## config.mk

```make
export PLATFORM = sky130hd
export DESIGN_NAME = packetizer_1_sub
export DESIGN_NICKNAME = d
export VERILOG_FILES = /design/src/rtl/noc_pkt_pkg.sv /design/src/rtl/noc_skid_buffer.sv /design/src/rtl/packetizer_1_sub.sv
export SDC_FILE = /design/constraint.sdc
export NUM_CORES = 1
export LEC_CHECK = 0
export BUFFER_PORTS_ARGS = -buffer_cell sky130_fd_sc_hd__buf_2
export CORE_MARGIN = 2
export CORE_UTILIZATION = 48
export DETAILED_ROUTE_END_ITERATION = 6
export GPL_ROUTABILITY_DRIVEN = 0
export PLACE_DENSITY = 0.8
export SETUP_SLACK_MARGIN = 0.4
export SYNTH_ARGS = -nofsm -noshare
export SYNTH_HDL_FRONTEND = slang
export SYNTH_SLANG_ARGS = --single-unit
```

## constraint.sdc

```tcl
create_clock -name clk -period 1.8 [get_ports clk]
set_input_delay 0.09 -clock clk [delete_from_list [all_inputs] [get_ports clk]]
set_output_delay 0.09 -clock clk [all_outputs]
set_load 0.01 [all_outputs]
```

## src/rtl/noc_pkt_pkg.sv

```systemverilog
`default_nettype none
// ============================================================================
// Module      : noc_pkt_pkg
// Description : Single-flit NoC packet field positions and buffer state
//               encoding, shared by the packetizer and depacketizer.
// Revision    : 1.0 - initial release
// ============================================================================
package noc_pkt_pkg;

    localparam int SEQ_WIDTH = 4;

    typedef enum logic [1:0] {
        BUF_EMPTY = 2'd0,
        BUF_ONE   = 2'd1,
        BUF_FULL  = 2'd2
    } buf_state_e;

    // Payload field width left after the control, VC and address fields.
    function automatic int data_idl_width(input int width_pkt, input int vc_w, input int addr_w);
        return width_pkt - 6 - 2 * vc_w - addr_w;
    endfunction

    function automatic int pkt_valid_pos(input int width_pkt);
        return width_pkt - 1;
    endfunction

    function automatic int pkt_head_pos(input int width_pkt);
        return width_pkt - 2;
    endfunction

    function automatic int pkt_tail_pos(input int width_pkt);
        return width_pkt - 3;
    endfunction

    function automatic int pkt_vc_msb(input int width_pkt);
        return width_pkt - 4;
    endfunction

    function automatic int pkt_dest_msb(input int width_pkt, input int vc_w);
        return width_pkt - 4 - vc_w;
    endfunction

    function automatic int pkt_data_msb(input int width_pkt, input int vc_w, input int addr_w);
        return data_idl_width(width_pkt, vc_w, addr_w) - 1;
    endfunction

endpackage : noc_pkt_pkg
`default_nettype wire

```

## src/rtl/noc_skid_buffer.sv

```systemverilog
`default_nettype none
// ============================================================================
// Module      : noc_skid_buffer
// Description : Generic 2-entry valid/ready register slice; ready and valid
//               are both registered so neither path is combinational.
// Revision    : 1.0 - initial release
// ============================================================================
module noc_skid_buffer
    import noc_pkt_pkg::*;
#(
    parameter int WIDTH = 36
) (
    input  logic             clk,
    input  logic             rst,
    input  logic [WIDTH-1:0] i_data,
    input  logic             i_valid,
    output logic             o_ready,
    output logic [WIDTH-1:0] o_data,
    output logic             o_valid,
    input  logic             i_ready
);

    buf_state_e       r_state;
    buf_state_e       w_state_next;
    logic [WIDTH-1:0] r_head;
    logic [WIDTH-1:0] r_skid;
    logic             r_ready;
    logic             r_valid;
    logic             w_in_fire;
    logic             w_out_fire;
    logic             w_load_head;
    logic             w_load_skid;
    logic             w_promote;

    assign w_in_fire  = i_valid & r_ready;
    assign w_out_fire = r_valid & i_ready;

    always_comb begin
        w_state_next = r_state;
        w_load_head  = 1'b0;
        w_load_skid  = 1'b0;
        w_promote    = 1'b0;
        case (r_state)
            BUF_EMPTY: begin
                if (w_in_fire) begin
                    w_state_next = BUF_ONE;
                    w_load_head  = 1'b1;
                end
            end
            BUF_ONE: begin
                case ({w_in_fire, w_out_fire})
                    2'b10: begin
                        w_state_next = BUF_FULL;
                        w_load_skid  = 1'b1;
                    end
                    2'b01: w_state_next = BUF_EMPTY;
                    // Head leaves while the new word takes its place.
                    2'b11: w_load_head = 1'b1;
                    default: w_state_next = BUF_ONE;
                endcase
            end
            BUF_FULL: begin
                if (w_out_fire) begin
                    w_state_next = BUF_ONE;
                    w_promote    = 1'b1;
                end
            end
            default: w_state_next = BUF_EMPTY;
        endcase
    end

    // ready/valid are precomputed from the next state so they leave a flop.
    always_ff @(posedge clk or posedge rst) begin
        if (rst) begin
            r_state <= BUF_EMPTY;
            r_ready <= 1'b0;
            r_valid <= 1'b0;
        end else begin
            r_state <= w_state_next;
            r_ready <= (w_state_next != BUF_FULL);
            r_valid <= (w_state_next != BUF_EMPTY);
        end
    end

    always_ff @(posedge clk or posedge rst) begin
        if (rst) begin
            r_head <= '0;
            r_skid <= '0;
        end else begin
            if (w_load_head) begin
                r_head <= i_data;
            end else if (w_promote) begin
                r_head <= r_skid;
            end
            if (w_load_skid) begin
                r_skid <= i_data;
            end
        end
    end

    assign o_ready = r_ready;
    assign o_valid = r_valid;
    assign o_data  = r_head;

endmodule : noc_skid_buffer
`default_nettype wire

```

## src/rtl/packetizer_1_sub.sv

```systemverilog
`default_nettype none
// ============================================================================
// Module      : packetizer_1_sub
// Description : Wraps each data word into a single-flit NoC packet behind a
//               2-entry skid buffer. Option PACKETIZER_SEQNUM_EN adds a 4-bit
//               sequence number in the low pad bits.
// Revision    : 1.0 - initial release
// ============================================================================
module packetizer_1_sub
    import noc_pkt_pkg::*;
#(
    parameter int WIDTH_PKT        = 36,
    parameter int WIDTH_DATA       = 12,
    parameter int VC_ADDRESS_WIDTH = 1,
    parameter int ADDRESS_WIDTH    = 4
) (
    input  logic                        clk,
    input  logic                        rst,
    input  logic [WIDTH_DATA-1:0]       data_in,
    input  logic [ADDRESS_WIDTH-1:0]    dest_in,
    input  logic [VC_ADDRESS_WIDTH-1:0] vc_in,
    input  logic                        valid_in,
    output logic                        ready_out,
    output logic [WIDTH_PKT-1:0]        data_out,
    output logic                        valid_out,
    input  logic                        ready_in
);

    localparam int WIDTH_DATA_IDL = data_idl_width(WIDTH_PKT, VC_ADDRESS_WIDTH, ADDRESS_WIDTH);
    localparam int c_valid_pos    = pkt_valid_pos(WIDTH_PKT);
    localparam int c_head_pos     = pkt_head_pos(WIDTH_PKT);
    localparam int c_tail_pos     = pkt_tail_pos(WIDTH_PKT);
    localparam int c_vc_msb       = pkt_vc_msb(WIDTH_PKT);
    localparam int c_dest_msb     = pkt_dest_msb(WIDTH_PKT, VC_ADDRESS_WIDTH);
    localparam int c_data_msb     = pkt_data_msb(WIDTH_PKT, VC_ADDRESS_WIDTH, ADDRESS_WIDTH);

    generate
        if (WIDTH_DATA > WIDTH_DATA_IDL) begin : g_width_check
            $error("packetizer_1_sub: WIDTH_DATA exceeds packet payload field");
        end
    endgenerate

    logic [WIDTH_PKT-1:0] w_pkt;

`ifdef PACKETIZER_SEQNUM_EN
    logic                 w_in_fire;
    logic [SEQ_WIDTH-1:0] r_seq;

    generate
        if (WIDTH_DATA_IDL - WIDTH_DATA < SEQ_WIDTH) begin : g_pad_check
            $error("packetizer_1_sub: no room for sequence number in pad bits");
        end
    endgenerate

    assign w_in_fire = valid_in & ready_out;

    always_ff @(posedge clk or posedge rst) begin
        if (rst) begin
            r_seq <= '0;
        end else if (w_in_fire) begin
            r_seq <= r_seq + 1'b1;
        end
    end
`endif

    always_comb begin
        w_pkt                                      = '0;
        w_pkt[c_valid_pos]                         = 1'b1;
        w_pkt[c_head_pos]                          = 1'b1;
        w_pkt[c_tail_pos]                          = 1'b1;
        w_pkt[c_vc_msb -: VC_ADDRESS_WIDTH]        = vc_in;
        w_pkt[c_dest_msb -: ADDRESS_WIDTH]         = dest_in;
        w_pkt[c_data_msb -: WIDTH_DATA]            = data_in;
`ifdef PACKETIZER_SEQNUM_EN
        // Sequence number is captured alongside the word it labels.
        w_pkt[SEQ_WIDTH-1:0]                       = r_seq;
`endif
    end

    noc_skid_buffer #(
        .WIDTH (WIDTH_PKT)
    ) u_skid (
        .clk     (clk),
        .rst     (rst),
        .i_data  (w_pkt),
        .i_valid (valid_in),
        .o_ready (ready_out),
        .o_data  (data_out),
        .o_valid (valid_out),
        .i_ready (ready_in)
    );

endmodule : packetizer_1_sub
`default_nettype wire

```

==> metrics, run 1 <==
status=completed; Crit Path Max Fanout=16; FP Rows=23; largest area contributor in the netlist=dfrtp_1; Top FF cell, synth=dfrtp_1; syn avg cell area=around 15 sq um; core area=approximately 0.004 sq mm; Seq. cell area=0.001003 sq mm; Clk pwr share=0.139; Initial Util=0.4931; Crit. End Element=register; max cap viols=0; CTS tree=built; Crit Path Category=register to register; post-route cell area=~0.0025 sq mm; Vias=about 1200; warnings from Yosys=0; IO Count=59; Clock Pin Slew Worst Setup and Hold Paths=roughly 70 ps; routed vias/inst=slightly below 5; post-route ant nets=0; Synth top cells by count=dfrtp_1 (40), buf_4 (19), mux2_4 (18), mux2_1 (17), mux2_2 (16); GR Overflow Total=0; DP Cell Count=approximately 220; placed inst area=roughly 0.0022 sq mm; Layout Nets=about 210; EDFF count, synth=0; Area Overhead vs Synth=25.69%; Multi-input gate area=slightly above 900 sq um; cell internal pwr=between 0.002 and 0.003 W; worst-path cell chain=nand4b_4 -> buf_12 -> mux2_2 -> mux2_2; sequential share of power=0.383; WL/cell=16.61 um; filler instances=about 310; Startpoint Class=register; largest net degree at the start of global routing=slightly above 40; P_leak=1.298 nW; Worst path most repeated cell=mux2_2; top post-synthesis cells by area=dfrtp_1 (51%), mux2_4 (14%), mux2_1 (9.8%), mux2_2 (9.2%), buf_4 (7.3%); largest buffer count on any clock path=2; final WL=~4000 um; Die Wd=approximately 68 um; total global-route track usage=0.1901; most common cell in the netlist=dfrtp_1; CP required=1970 ps; Clock Sink Count=40; area of the mapped netlist=between 0.0015 and 0.002 sq mm; Ant. Diodes=0; Mapped Cells=134; Worst Hold Class=primary input to register; combinational share of power=0.479; CP peak stage delay=460 ps; First-pass DRT Iterations=4; DRC Markers=0; initial antenna violation count=0; Die Ht=67.87 um; fmax=between 0.6 and 0.7 GHz; Num CTS Buffers=5; final setup fails=0; WP data arrival=~1700 ps; later-pin clock latency in the skew report=approximately 290 ps; switching part of the total=0.3066; top-area cell type share of the netlist area=0.5112; Peak VDD IR=0.9364 mV; post-route minimum period=~1500 ps; Pwr Density=between 1500 and 2000 mW/mm^2; H-tree level count=2; RSZ-0062 raised after global routing=yes; die area=~0.0046 sq mm; switching power=roughly 0.0013 W; IO Port Bufs=42; post-synthesis async set-or-reset flop share=1.000; Slew Viols, Final=0; 1st-iter DRT viols=51; total negative slack=0 ps; sequential area share after synthesis=0.5112; Yosys reg bits=40; root buffer selected by CTS=clkbuf_8; Clock Skew=between 6 and 7 ps; crit path max-delay cell type=dfrtp_2; post-synthesis cell type count=22; Non-Filler Instances=241; crit share post-route=0.8304; DPL Wire Length=between 2000 and 3000 um; final hold vios=0; layout cells sized above 1=0.6283; first-pass GRT wire length=6251 um; vias in the first global route=1311
## cell usage in the layout (no fill, tap or decap)
master         netlist  final
and3b_2              1      1
inv_1                1      1
o21ai_1              1      1
nand4b_4             1      1
nand2_4              0      1
dfrtp_2              0      2
dfrtp_1             40     38
a21oi_1              2      2
mux2_2              16     15
buf_12               0      2
nand2b_4             0      1
o21a_1               1      1
a21boi_4             0      1
dlygate4sd3_1        0      1
conb_1               1     16
o22ai_1              1      1
buf_8                0      1
o21ai_0              1      1
mux2i_1              2      2
buf_4               19      7
mux2_4              18     36
and2_1               1      1
nand2b_1             2      1
clkbuf_8             0      6
nand2_1              3      2
buf_6                2      4
or2b_1               1      1
clkbuf_1             0      2
buf_2                2     42
## cells by family after synthesis
logic type | share of synthesized area
AND/OR/NAND/NOR | 0.03642
multiplexers | 0.3380
flip-flops | 0.5112
other | 0.001915
buffers and inverters | 0.09137
AO/OA/AOI/OAI | 0.02109
## what timing repair did
action,CTS,global route
pin swaps,3,0
buffers inserted,8,0
hold endpoints to repair,40,0
hold buffers,1,0
gates cloned,1,0
gates resized for setup,21,12
endpoints found under the setup margin,36,34
## metal layers
| layer | GRT usage | vias up | part of all wire |
|---|---|---|---|
| met5 | 0 | - | 0 |
| met4 | 0.07750 | 0 | 0.014 |
| met3 | 0.04276 | 8 | 0.048 |
| met2 | 0.3382 | 44 | 0.53 |
| met1 | 0.2213 | 597 | 0.41 |
| li1 | - | 547 | - |
## worst max-delay path, delay by kind of cell (launching register included)
kind | cells | cell delay [ps]
DFF | 1 | 460
muxes | 2 | 610
buffers and inverters | 1 | 170
and+or+nand+nor | 1 | 130
## sequential cells by signal, indices dropped and copies added (netlist names)
name	cells
u_skid.r_skid	18
u_skid.o_data	18
u_skid.r_state	2
u_skid.o_ready	1
u_skid.o_valid	1
## stage by stage
stage            util  setup slack, ps  hold WS (ps)  total power, W
2_1_floorplan       -            331.1         221.7        0.002795
3_3_place_gp   0.5425            191.2         226.2        0.003109
3_5_place_dp   0.5425            88.00         232.5        0.003254
4_1_cts        0.6081            315.4         25.46        0.004165
5_1_grt        0.6197            249.4         46.49        0.004567
6_report       0.6197            305.4         52.64        0.004278
## path summary, 6_finish.rpt
kind                                               start                       endpoint  slack (ps)  cells past startpoint
min in group asynchronous                            rst  u_skid.r_skid[19]$_DFFE_PP0P_         450                      4
hold / removal                                data_in[5]  u_skid.r_skid[17]$_DFFE_PP0P_          50                      2
max in group asynchronous                            rst    u_skid.r_state[1]$_DFF_PP0_         980                      4
setup reg to reg                u_skid.o_valid$_DFF_PP0_  u_skid.o_data[22]$_DFFE_PP0P_         310                      4
hold reg to reg            u_skid.r_skid[33]$_DFFE_PP0P_  u_skid.r_skid[33]$_DFFE_PP0P_         470                      1
setup / recovery                u_skid.o_valid$_DFF_PP0_  u_skid.o_data[22]$_DFFE_PP0P_         310                      4
## cell type report
cell class / count / area share
clock buffer: 8 / 0.03660
tap: 50 / 0.02542
inverter: 1 / 0.001525
multi-input combinational: 85 / 0.3772
timing repair buffer: 57 / 0.1515
sequential: 40 / 0.4077
## power by group through the flow
stage | combinational (W) | sequential [W] | clock, W
after detailed placement | 0.00161 | 0.00164 | 0
final | 0.00205 | 0.00164 | 0.000593
after floorplan | 0.00112 | 0.00167 | 0
after global routing | 0.00222 | 0.00169 | 0.000656
after CTS | 0.00193 | 0.00163 | 0.000609
after global placement | 0.00153 | 0.00158 | 0
No activity file was read; power rests on OpenSTA's default activity.
==> run 2, diff against run 1 <==
==> constraint.sdc (replaced) <==
create_clock -name clk -period 1.4 [get_ports clk]
set_input_delay 0.07 -clock clk [delete_from_list [all_inputs] [get_ports clk]]
set_output_delay 0.07 -clock clk [all_outputs]
set_load 0.01 [all_outputs]
==> metrics, run 2 (synthesis gave the netlist of run 1 again) <==
final WL=4433 um (+11%); layout cells sized above 1=0.6563 (+0.02798); later-pin clock latency in the skew report=300 ps (about the same); R2R cell count=4 (unchanged); Area Overhead vs Synth=31.50%; DRC Markers=0 (unchanged); DPL Wire Length=2609 um (-4.8%); H-tree level count=2 (unchanged); final setup fails=34 (+34); WL/cell=18.32 um (+10%); Worst Hold Class=primary input to register; 1st-iter DRT viols=90 (+76%); routed vias/inst=5.004 (+0.84%); Slew Viols, Final=0 (unchanged); FP Rows=23 (unchanged); commonest non-fill, non-tap cell in the layout=mux2_4; total global-route track usage=0.1994 (+0.009312); crit path capture=u_skid.o_data[29]$_DFFE_PP0P_; WP data arrival=1680 ps (+20 ps); Peak VDD IR=0.8377 mV (-11%); post-route minimum period=1495 ps (+0.6070 ps); Startpoint Class=register; Pwr Density=2349 mW/mm^2 (+35%); Worst Setup SP=u_skid.o_valid$_DFF_PP0_; Initial Util=0.4931 (unchanged); initial antenna violation count=0 (unchanged); failing checks=negative setup slack; final hold vios=0 (unchanged); Num CTS Buffers=5 (unchanged); GR Overflow Total=0 (unchanged); crit share post-route=1.068 (+0.2377); Worst-Margin Slew=between 500 and 600 ps; post-route ant nets=0 (unchanged); Tot Pwr=0.006048 W (+41%); Crit. End Element=register; P_leak=1.372 nW (+5.7%); Clock Skew=8.020 ps (+1.044 ps); post-layout util=0.6484 (+0.02867); Clock Pin Slew Worst Setup and Hold Paths=80 ps (about the same); Die Wd=67.87 um (unchanged); status=finished with violations; root buffer selected by CTS=clkbuf_8; vias in the first global route=1254 (-4.3%); core area=0.003971 sq mm (unchanged); slew margin rel.=0.6631; Layout Nets=212 (+0.47%); IO Count=59 (unchanged); fmax=0.6688 GHz (about the same); CTS tree=built; max cap viols=0 (unchanged); Clock Sink Count=40 (unchanged); Crit Path Max Fanout=18 (+2); RSZ-0062 raised after global routing=yes; RR Startpoint=u_skid.o_valid$_DFF_PP0_; filler instances=293 (-6.7%); R2R Path End=u_skid.o_data[29]$_DFFE_PP0P_; most frequent cells in the layout=mux2_4 (42), buf_2 (40), dfrtp_1 (39), conb_1 (16), mux2_2 (9); largest buffer count on any clock path=2 (unchanged); R2R Setup Slk=-100 ps (-400 ps); Crit Path Category=register to register; IO Port Bufs=42 (unchanged); Die Ht=67.87 um (unchanged); First-pass DRT Iterations=4 (unchanged); first-pass GRT wire length=6492 um (+3.9%); CP required=1580 ps (-390 ps); Ant. Diodes=0 (unchanged); die area=0.004606 sq mm (unchanged); Vias=1211 (+1.3%); largest net degree at the start of global routing=41 (unchanged); Setup WS post-layout=-95.26 ps (-400.6 ps)
run 2: through the flow:
step	instance area (sq um)	TNS [ps]	setup slack [ps]	instances	hold WS, ps
2_1_floorplan	2077	-620.3	-68.92	149	201.7
3_3_place_gp	2256	-458.3	-26.93	227	196.8
3_5_place_dp	2256	-1447	-75.53	227	241.8
4_1_cts	2507	-1364	-64.37	239	6.782
5_1_grt	2575	-3181	-126.0	242	12.36
6_report	2575	-2284	-95.26	242	13.18
run 2: per-layer routing:
layer  vias to the layer above  global-route usage  share of wire
met5                         -                   0              0
met4                         0             0.08000          0.015
met3                         6             0.04770          0.041
met2                        35              0.3542           0.55
met1                       627              0.2314           0.39
li1                        543                   -              -
run 2: worst min-delay path by stage:
stage                           from                       endpoint  slack, ps  depth (start not counted)
final                     data_in[2]  u_skid.r_skid[14]$_DFFE_PP0P_         10                          2
after global routing      data_in[2]  u_skid.r_skid[14]$_DFFE_PP0P_         10                          2
after CTS                 data_in[2]  u_skid.r_skid[14]$_DFFE_PP0P_          7                          2
after detailed placement         rst  u_skid.r_skid[12]$_DFFE_PP0P_        240                          3
after global placement           rst  u_skid.r_skid[12]$_DFFE_PP0P_        200                          3
after floorplan           data_in[0]  u_skid.r_skid[12]$_DFFE_PP0P_        200                          1
run 2: layout make-up:
class,instances,area (sq um),area share
Clock inverter,3,46.29,0.01798
Inverter,1,3.754,0.001458
Tap cell,50,62.56,0.02430
Sequential cell,40,1002,0.3892
Timing Repair Buffer,58,422.9,0.1642
Clock buffer,5,68.82,0.02672
Multi-Input combinational cell,85,968.4,0.3761
run 2: what timing repair did:
item / in CTS / in global routing
cloned: 0 / 1
setup buffers: 3 / 2
endpoints found under the setup margin: 41 / 42
endpoints found under the hold margin: 40 / 0
resized for setup: 28 / 5
pin swaps: 1 / 2
hold buffers: 1 / 0
run 2: critical path, stage by stage, from the launching register on:
cell and delay [ps]:
dfrtp_2 460, nand4b_4 120, buf_12 180, mux2_2 350
mux2_4 260
run 2: where the power goes:
group / leakage [nW] / internal, W / switching [W]
Combinational: 0.853 / 0.00189 / 0.00109
Clock: 0.0548 / 0.000537 / 0.000436
Sequential: 0.464 / 0.00173 / 0.000362
Total: 1.37 / 0.00416 / 0.00189
